[config.mk]
export PLATFORM = sky130hd
export DESIGN_NAME = serial_ripple_subtractor
export DESIGN_NICKNAME = d
export VERILOG_FILES = /design/src/rtl/serial_ripple_subtractor.sv
export SDC_FILE = /design/constraint.sdc
export NUM_CORES = 1
export LEC_CHECK = 0
export CELL_PAD_IN_SITES_DETAIL_PLACEMENT = 2
export CELL_PAD_IN_SITES_GLOBAL_PLACEMENT = 2
export CORE_ASPECT_RATIO = 1.5
export CORE_UTILIZATION = 24
export CTS_CLUSTER_DIAMETER = 40
export CTS_CLUSTER_SIZE = 10
export DETAILED_ROUTE_END_ITERATION = 8
export GPL_TIMING_DRIVEN = 0
export MAX_ROUTING_LAYER = met4
export PLACE_DENSITY_LB_ADDON = 0.1
export SLEW_MARGIN = 25
export SYNTH_ARGS = -nofsm -noshare
export SYNTH_HDL_FRONTEND = slang
export SYNTH_SLANG_ARGS = --single-unit
[constraint.sdc]
create_clock -name clk -period 3 [get_ports clk]
set_clock_uncertainty 0.05 [all_clocks]
set_input_delay 0.45 -clock clk [delete_from_list [all_inputs] [get_ports clk]]
set_output_delay 0.45 -clock clk [all_outputs]
set_load 0.02 [all_outputs]
[src/rtl/serial_ripple_subtractor.sv]
// Bit-serial ripple-borrow subtractor: diff = a - b - borrow_in, one bit per clock, LSB first,
// through a single full-subtractor cell with a registered borrow and a start/busy/done handshake.
module serial_ripple_subtractor #(
    parameter int WIDTH = 4
) (
    input  logic             clk,
    input  logic             rst_n,
    input  logic             start,
    input  logic [WIDTH-1:0] a,
    input  logic [WIDTH-1:0] b,
    input  logic             borrow_in,
    output logic             busy,
    output logic             done,
    output logic [WIDTH-1:0] diff,
    output logic             borrow_out,
    output logic             overflow
);

    localparam int CNT_W = $clog2(WIDTH);
    localparam logic [CNT_W-1:0] LAST_IDX = CNT_W'(WIDTH - 1);

    typedef enum logic [1:0] {
        IDLE    = 2'd0,
        SHIFT   = 2'd1,
        DONE_ST = 2'd2
    } state_t;

    state_t           state_r;
    logic [WIDTH-1:0] a_r;
    logic [WIDTH-1:0] b_r;
    logic [WIDTH-2:0] res_r;
    logic             bw_r;
    logic [CNT_W-1:0] cnt_r;

    logic             a_bit_s;
    logic             b_bit_s;
    logic             d_bit_s;
    logic             bw_next_s;
    logic [WIDTH-1:0] res_s;

    function automatic logic fs_diff(input logic x, input logic y, input logic bw);
        return x ^ y ^ bw;
    endfunction

    function automatic logic fs_borrow(input logic x, input logic y, input logic bw);
        return (~x & y) | (~(x ^ y) & bw);
    endfunction

    // Full-subtractor cell on the currently selected operand bit pair.
    always_comb begin
        a_bit_s   = a_r[cnt_r];
        b_bit_s   = b_r[cnt_r];
        d_bit_s   = fs_diff(a_bit_s, b_bit_s, bw_r);
        bw_next_s = fs_borrow(a_bit_s, b_bit_s, bw_r);
        // New bit enters at the top; after the MSB step the whole result is aligned.
        res_s     = {d_bit_s, res_r};
    end

    // Handshake FSM, operand/borrow latches, result shifter and registered outputs.
    always_ff @(posedge clk) begin
        if (!rst_n) begin
            state_r    <= IDLE;
            a_r        <= '0;
            b_r        <= '0;
            res_r      <= '0;
            bw_r       <= 1'b0;
            cnt_r      <= '0;
            busy       <= 1'b0;
            done       <= 1'b0;
            diff       <= '0;
            borrow_out <= 1'b0;
            overflow   <= 1'b0;
        end else begin
            case (state_r)
                IDLE: begin
                    done <= 1'b0;
                    if (start) begin
                        a_r     <= a;
                        b_r     <= b;
                        bw_r    <= borrow_in;
                        res_r   <= '0;
                        cnt_r   <= '0;
                        busy    <= 1'b1;
                        state_r <= SHIFT;
                    end else begin
                        busy    <= 1'b0;
                    end
                end
                SHIFT: begin
                    res_r <= res_s[WIDTH-1:1];
                    bw_r  <= bw_next_s;
                    if (cnt_r == LAST_IDX) begin
                        cnt_r      <= '0;
                        diff       <= res_s;
                        borrow_out <= bw_next_s;
                        // Signed overflow only when operand signs differ and the sign flips.
                        overflow   <= (a_r[WIDTH-1] ^ b_r[WIDTH-1]) & (d_bit_s ^ a_r[WIDTH-1]);
                        busy       <= 1'b0;
                        done       <= 1'b1;
                        state_r    <= DONE_ST;
                    end else begin
                        cnt_r      <= cnt_r + CNT_W'(1);
                    end
                end
                DONE_ST: begin
                    done    <= 1'b0;
                    state_r <= IDLE;
                end
                default: begin
                    busy    <= 1'b0;
                    done    <= 1'b0;
                    cnt_r   <= '0;
                    state_r <= IDLE;
                end
            endcase
        end
    end

endmodule

---- After elaboration in Yosys (flattened, before gate mapping) ----
Cells that the tools add are included.
storage, ports and cells
  memories kept ........................... 0
  flip-flop bits (word level) ............. 24
  memory bits (read-only) ................. 0
  bits in writable memories ............... 0
  output and inout bits ................... 8
  latch bits .............................. 0
operators by class
  bitwise gates (word level) .............. 11
  reductions and logical operators ........ 9
  order comparisons ....................... 1
  $add $sub $neg .......................... 1
  equal/unequal tests ..................... 5
  divide/modulo/power cells ............... 0
  multiplexer cells ....................... 17
  shifts and indexed selects .............. 0
  multiply operators ...................... 0
operators with widths
  cell                   number
  $reduce_and A2 Y1      7
  $mux W2                4
  $pmux W2 S3            1
  $pmux W3 S2            1
  $mux W1                5
  $bmux W1 S2            2
  $eq A2 B2 Y1 const B   2
  $ne A2 B2 Y1 const B   2
  $pmux W2 S2            1
  $xor A1 B1 Y1          4
  $and A1 B1 Y1          3
  $lt A2 B3 Y1 const B   1
  $mux W3                1
  $not A1 Y1             3
  $pmux W1 S3            1
  $add A2 B1 Y2 const B  1
  $eq A2 B1 Y1 const B   1
  $logic_not A2 Y1       1
  $pmux W1 S2            1
  $reduce_bool A2 Y1     1
  $or A1 B1 Y1           1

---- Depth between registers and ports, before layout ----
Gate-level depths: netlist of the first run.
  depth after elaboration ................. 7
  gate-level depth with buffers ........... 5
  mapped depth without buffers ............ 5

---- Worst setup path after synthesis of the first run ----
No wires, ideal clock.
  path kind ............................... register -> register
  start point ............................. reg cnt_r[0]
  end point ............................... reg overflow
  arrival time ............................ 2.031 ns
  path slack .............................. 0.845 ns
  clock period less this slack ............ 2.155 ns
  cell stages (with the launch flop) ...... 5
  data required time ...................... 2.876 ns
  path buffers ............................ 0
  cells stage by stage .................... dfxtp_1 mux4_2 fa_1 or3b_2 a31oi_1
on the way
  word-level cells in the longest chain between the ends .. 6
ends and longest elaborated chain
  what                             RTL line  text
  from (decl)                      33        logic [CNT_W-1:0] cnt_r;
  from (signal assigned)           102       cnt_r <= cnt_r + CNT_W'(1);
  $bmux W1 S2 (on tied branches)   51, 52
  $mux W1 (on tied branches)       51, 52
  $xor A1 B1 Y1 (*) (2 in series)  42        return x ^ y ^ bw;
  via d_bit_s                      37        logic d_bit_s;
  $xor A1 B1 Y1 (*)                97        overflow <= (a_r[WIDTH-1] ^ b_r[WIDTH-1]) & (d_bit_s ^ a_r[WIDTH-1]);
  $and A1 B1 Y1 (*)                97
  to (signal assigned)             97
  to (decl)                        16        output logic overflow
The timed path passes the listed nets; every way through them passes the cells marked *. The select of a mux whose other input is x is not followed.
A chain may end at the register's enable or synchronous reset.

---- Worst setup path in the final report of the first run ----
Ends and elaborated chain as after synthesis.

==> qor.txt, run 1 <==
status: complete, no violations
Slowest-stage cell, CP: mux4_2
Syn Nets: 119
DRC viols: 0
Root Buffer: clkbuf_8
layout cells sized above 1: 0.1250
Min Clock Period, post-route: 2.297 ns
RSZ-0062 raised after global routing: false
global-route wire length before repair: 4.209 mm
commonest non-fill, non-tap cell in the layout: dfxtp_1
die height: 81.29 um
Max Slew Vio Count: 0
post-synthesis cell count: 105
Multi-input gate area: 473.0 sq um
DR WL/cell: 15.14 um
DP HPWL: 1.945 mm
cell family with most CP delay: multiplexers
Synth async-reset ratio: 0
CP endpoint kind: flop
Tot Pwr: 713.7 uW
Synth area leaders: dfxtp_1 48%, a21oi_1 5.0%, o21ai_0 4.5%
First-pass DRT Iterations: 3
met3 usage: 0.02247
fin cells: 173
CP Cell Sequence: mux4_2, inv_1, fa_1, or3b_2, a31oi_1
Synth cell types: 31
Vias: 860
area leader, netlist: dfxtp_1
Synth top area share: 0.4776
Post-CTS Setup Repair Bufs: 0
port bufs: 19
initial antenna violation count: 0
final wirelength: 2.619 mm
Lkg Pwr: 0.5090 nW
Routed Antenna Nets: 0
CTS Sinks: 24
Syn Area/Cell: 9.581 sq um
CTS buffer count: 3
CP Launch Type: flop
#FFs+latches synth: 24
Hold Buf Count CTS: 0
largest net degree at the start of global routing: 15
Crit Path Category: flop to flop
worst vdd ir: 307.4 uV
Hold Crit Class: flop to flop
EDFF count, synth: 0
CTS max path bufs: 2
io pins: 20
row cnt: 28
Final Hold Viols: 0
Clock H-tree levels: 1
MaxCap Viol Count: 0
WP buf/inv: 1
GRT busiest layer: met2
die area: 0.004460 sq mm
FMAX: 435.4 MHz
DP Cell Count: 169
Initial Util: 0.2519
Yosys Warn Count: 0
Worst Max-Slew Pin Slew: 0.5425 ns
main flop type after synthesis: dfxtp_1
die width: 54.86 um
Post-CTS Resized: 0
fillcell total: 449
CTS tree: built
Core Box Area: 0.003994 sq mm
Detailed Route Iter0 Violations: 8
period utilisation layout: 0.7655
met1 usage: 0.1430
GR Util met2: 0.2482
slowest stage delay, CP: 0.54 ns
final setup TNS: 0 ns
via-per-instance ratio: 4.971
nets@finish: 143
slew margin rel.: 0.6367
Reg area: 480.5 sq um
vias in the first global route: 917
crit-path max FO: 5
endpoints failing setup: 0
critical path arrival: 2.45 ns
most frequent cells in the layout: 24 x dfxtp_1, 19 x clkdlybuf4s50_1, 10 x a21oi_1, 10 x nor2_1
Worst-path clk slew: 0.09 ns
worst skew pair latency: 0.27 ns
Worst Path Required: 3.15 ns
Antenna diodes: 0
gpl congestion: 0.6790
area added between synthesis and finish: 31.59%
Power Density: 539.1 mW/mm^2
GRT Total Usage: 0.1400
mapped cell area: 0.001006 sq mm
total gr overflow: 0
Seq/Total Area, Yosys: 0.4776
[registers in the layout (all words and copies together) (netlist names)]
register	flops
cnt_r	2
bw_r	1
overflow	1
done	1
state_r	2
borrow_out	1
res_r	3
a_r	4
diff	4
busy	1
b_r	4
[layout make-up]
type	count	area share
plain buffers	7	0.02836
clock buffers	3	0.03119
multi-input cells	70	0.3573
well taps	45	0.04253
clock inverters	1	0.02268
inverters	4	0.01134
flip-flops and latches	24	0.3629
repair buffers	19	0.1437
[stage by stage]
stage | area, sq um | utilization | hold slack, ns | setup slack [ns]
2_1_floorplan | 1006 | - | 0.4004 | 0.8448
3_3_place_gp | 1252 | 0.3136 | 0.4132 | 0.7204
3_5_place_dp | 1252 | 0.3136 | 0.4195 | 0.6895
4_1_cts | 1324 | 0.3315 | 0.4327 | 0.6851
5_1_grt | 1324 | 0.3315 | 0.4644 | 0.6189
6_report | 1324 | 0.3315 | 0.4273 | 0.7035
[power by group]
group          internal (mW)  leakage, nW  total (mW)  switching, mW
clock network          0.179       0.0357       0.290          0.111
registers              0.331        0.196       0.341         0.0102
logic                 0.0407        0.278      0.0828         0.0421
[cells by family after synthesis]
group           synth area share
flops                     0.4776
fa+ha+maj                0.03234
simple gates              0.1555
compound gates            0.1978
buf+inv                  0.05224
mux                      0.08458
[final timing paths]
check | slack (ns) | cells after the start | from | endpoint
worst max register to register | 0.70 | 5 | cnt_r[0] | overflow
worst min register to register | 0.43 | 2 | b_r[2] | b_r[2]
worst min-delay path | 0.43 | 2 | b_r[2] | b_r[2]
worst max-delay path | 0.70 | 5 | cnt_r[0] | overflow
[cell usage after synthesis, drive strengths merged (3+ instances only)]
cell	count
buf	7
mux2i	4
nand2	9
nor2	10
inv	4
o21ai	9
a22oi	3
a21oi	10
dfxtp	24
[layer usage]
layer  vias up  routed length (um)
met3         6                  70
met4         0                  67
met1       424                1030
met5         -                   0
met2        15                1451
li1        415                   -
[worst min-delay path, stage by stage, from the launching register on]
cell	delay, ns
dfxtp_1	0.31
o21ai_0	0.06
a21oi_1	0.06
Power figures use the tool's default switching activity.
==> run 2, diff against run 1 <==
==> constraint.sdc (replaced) <==
create_clock -name clk -period 2 [get_ports clk]
set_clock_uncertainty 0.05 [all_clocks]
set_input_delay 0.3 -clock clk [delete_from_list [all_inputs] [get_ports clk]]
set_output_delay 0.3 -clock clk [all_outputs]
set_load 0.02 [all_outputs]
==> qor.txt, run 2 (synthesis gave the netlist of run 1 again) <==
CP endpoint kind: flop
period utilisation layout: 1.017 (+0.2514)
CTS buffer count: 3 (unchanged)
CP Launch Type: flop
worst setup path end: overflow
GRT busiest layer: met2
met1 usage: 0.1587 (+0.01571)
GR Util met2: 0.2699 (+0.02169)
CP Launch Point: cnt_r[0]
final setup TNS: -0.03380 ns (-0.03380 ns)
worst skew pair latency: 0.27 ns (about the same)
switching pwr: 251.9 uW (+54%)
Combinational Power Share: 0.136 (+0.020)
Internal Power: 786.5 uW (+43%)
CTS max path bufs: 2 (unchanged)
slew margin rel.: 0.6372 (about the same)
Hold Buf Count CTS: 0 (unchanged)
most frequent cells in the layout: 23 x dfxtp_1, 19 x clkdlybuf4s50_1, 10 x a21oi_1, 10 x nor2_1
FMAX: 491.7 MHz (+13%)
Worst Path Required: 2.16 ns (-0.99 ns)
Power Density: 766.3 mW/mm^2 (+42%)
largest net degree at the start of global routing: 15 (unchanged)
Initial Util: 0.2519 (unchanged)
Worst-path clk slew: 0.09 ns (about the same)
die height: 81.29 um (unchanged)
MaxCap Viol Count: 0 (unchanged)
global-route wire length before repair: 4.588 mm (+9.0%)
final core utilization: 0.3393 (+0.007832)
io pins: 20 (unchanged)
Antenna diodes: 0 (unchanged)
Clock H-tree levels: 1 (unchanged)
endpoints failing setup: 1 (+1)
WP buf/inv: 1 (unchanged)
biggest regs: a_r (4), b_r (4), diff (4)
DRC viols: 0 (unchanged)
Core Box Area: 0.003994 sq mm (unchanged)
Net Sw Frac: 0.2426 (+0.01372)
crit-path max FO: 4 (-1)
hold wc startpoint: a_r[1]
critical path arrival: 2.19 ns (-0.26 ns)
Min Clock Period, post-route: 2.034 ns (-0.2627 ns)
DP HPWL: 2.075 mm (+6.7%)
Reg power frac: 0.494 (+0.016)
First-pass DRT Iterations: 3 (unchanged)
failing checks: negative setup slack
die area: 0.004460 sq mm (unchanged)
Final Hold Viols: 0 (unchanged)
vias in the first global route: 917 (unchanged)
final wirelength: 2.771 mm (+5.8%)
Worst Max-Slew Pin Slew: 0.5418 ns (-0.0007581 ns)
Crit Path Category: flop to flop
CP Cell Sequence: mux4_2, inv_2, fa_2, or3b_4, a31oi_1
status: finished with violations
via-per-instance ratio: 4.983 (+0.24%)
Max Slew Vio Count: 0 (unchanged)
hold slack final: 0.4285 ns (+0.001190 ns)
Tot Pwr: 1.038 mW (+45%)
met3 usage: 0.02434 (+0.001873)
port bufs: 19 (unchanged)
Crit path depth: 5 (unchanged)
Root Buffer: clkbuf_8
slowest stage delay, CP: 0.51 ns (-0.03 ns)
cell family with most CP delay: multiplexers
worst r2r src: cnt_r[0]
worst vdd ir: 277.1 uV (-9.9%)
Hold Crit Class: flop to flop
gpl congestion: 0.7007 (+3.2%)
CTS Sinks: 24 (unchanged)
Clk network pwr share: 0.370 (-0.036)
area added between synthesis and finish: 34.70%
capture point of the worst reg-to-reg path: overflow
fin worst setup slack: -0.03380 ns (-0.7373 ns)
RSZ-0062 raised after global routing: true
Vias: 877 (+2.0%)
Lkg Pwr: 0.5247 nW (+3.1%)
DR WL/cell: 15.74 um (+4.0%)
Slowest-stage cell, CP: mux4_2
commonest non-fill, non-tap cell in the layout: dfxtp_1
total gr overflow: 0 (unchanged)
GRT Total Usage: 0.1533 (+0.01322)
nets@finish: 146 (+2.1%)
FF-to-FF path depth: 5 (unchanged)
CTS tree: built
layout cells sized above 1: 0.1756 (+0.05057)
Routed Antenna Nets: 0 (unchanged)
row cnt: 28 (unchanged)
die width: 54.86 um (unchanged)
R2R setup slack: -0.03 ns (-0.74 ns)
Detailed Route Iter0 Violations: 3 (-5)
initial antenna violation count: 0 (unchanged)
-- run 2: repair_timing --
item | CTS | global route
setup endpoints to repair | 1 | 2
gates resized for setup | 1 | 1
cloned | 0 | 0
setup buffers | 2 | 1
pin swaps | 1 | 0
-- run 2: worst min-delay path, cell delays in order (launching register included) --
cell and delay, ns:
dfxtp_1 0.32, o21ai_0 0.06, a21oi_1 0.06
-- run 2: worst min-delay path by stage --
| stage | cells past startpoint | to |
|---|---|---|
| finish | 2 | a_r[1] |
| global route | 2 | a_r[2] |
| CTS | 2 | a_r[1] |
| detailed placement | 2 | a_r[1] |
| global placement | 2 | b_r[2] |
| floorplan | 1 | busy |
-- run 2: stage by stage --
| step | std cells | setup slack [ns] | cell area, sq um |
|---|---|---|---|
| CTS | 175 | -0.04315 | 1343 |
| global placement | 169 | -0.09995 | 1259 |
| finish | 176 | -0.03380 | 1355 |
| global route | 176 | -0.1032 | 1355 |
| floorplan | 105 | -0.005154 | 1012 |
| detailed placement | 169 | -0.1206 | 1259 |
-- run 2: routing by layer --
metal  share of wire  vias up
li1                -      423
met1            0.38      435
met2            0.57       14
met3           0.027        5
met4           0.019        0
met5               0        -
-- run 2: power by group through the flow --
stage | Sequential [mW] | Combinational (mW) | Clock, mW
after CTS | 0.513 | 0.142 | 0.399
after detailed placement | 0.525 | 0.131 | 0
after global routing | 0.517 | 0.159 | 0.424
final | 0.513 | 0.141 | 0.384
after floorplan | 0.520 | 0.0755 | 0
after global placement | 0.524 | 0.125 | 0
-- run 2: cell type report --
| type | count | area, sq um |
|---|---|---|
| sequential | 24 | 484.2 |
| multi-input combinational | 70 | 483.0 |
| buffer | 7 | 37.54 |
| timing repair buffer | 22 | 212.7 |
| clock buffer | 4 | 66.31 |
| inverter | 4 | 15.01 |
| fill | 456 | 2639 |
| tap | 45 | 56.30 |
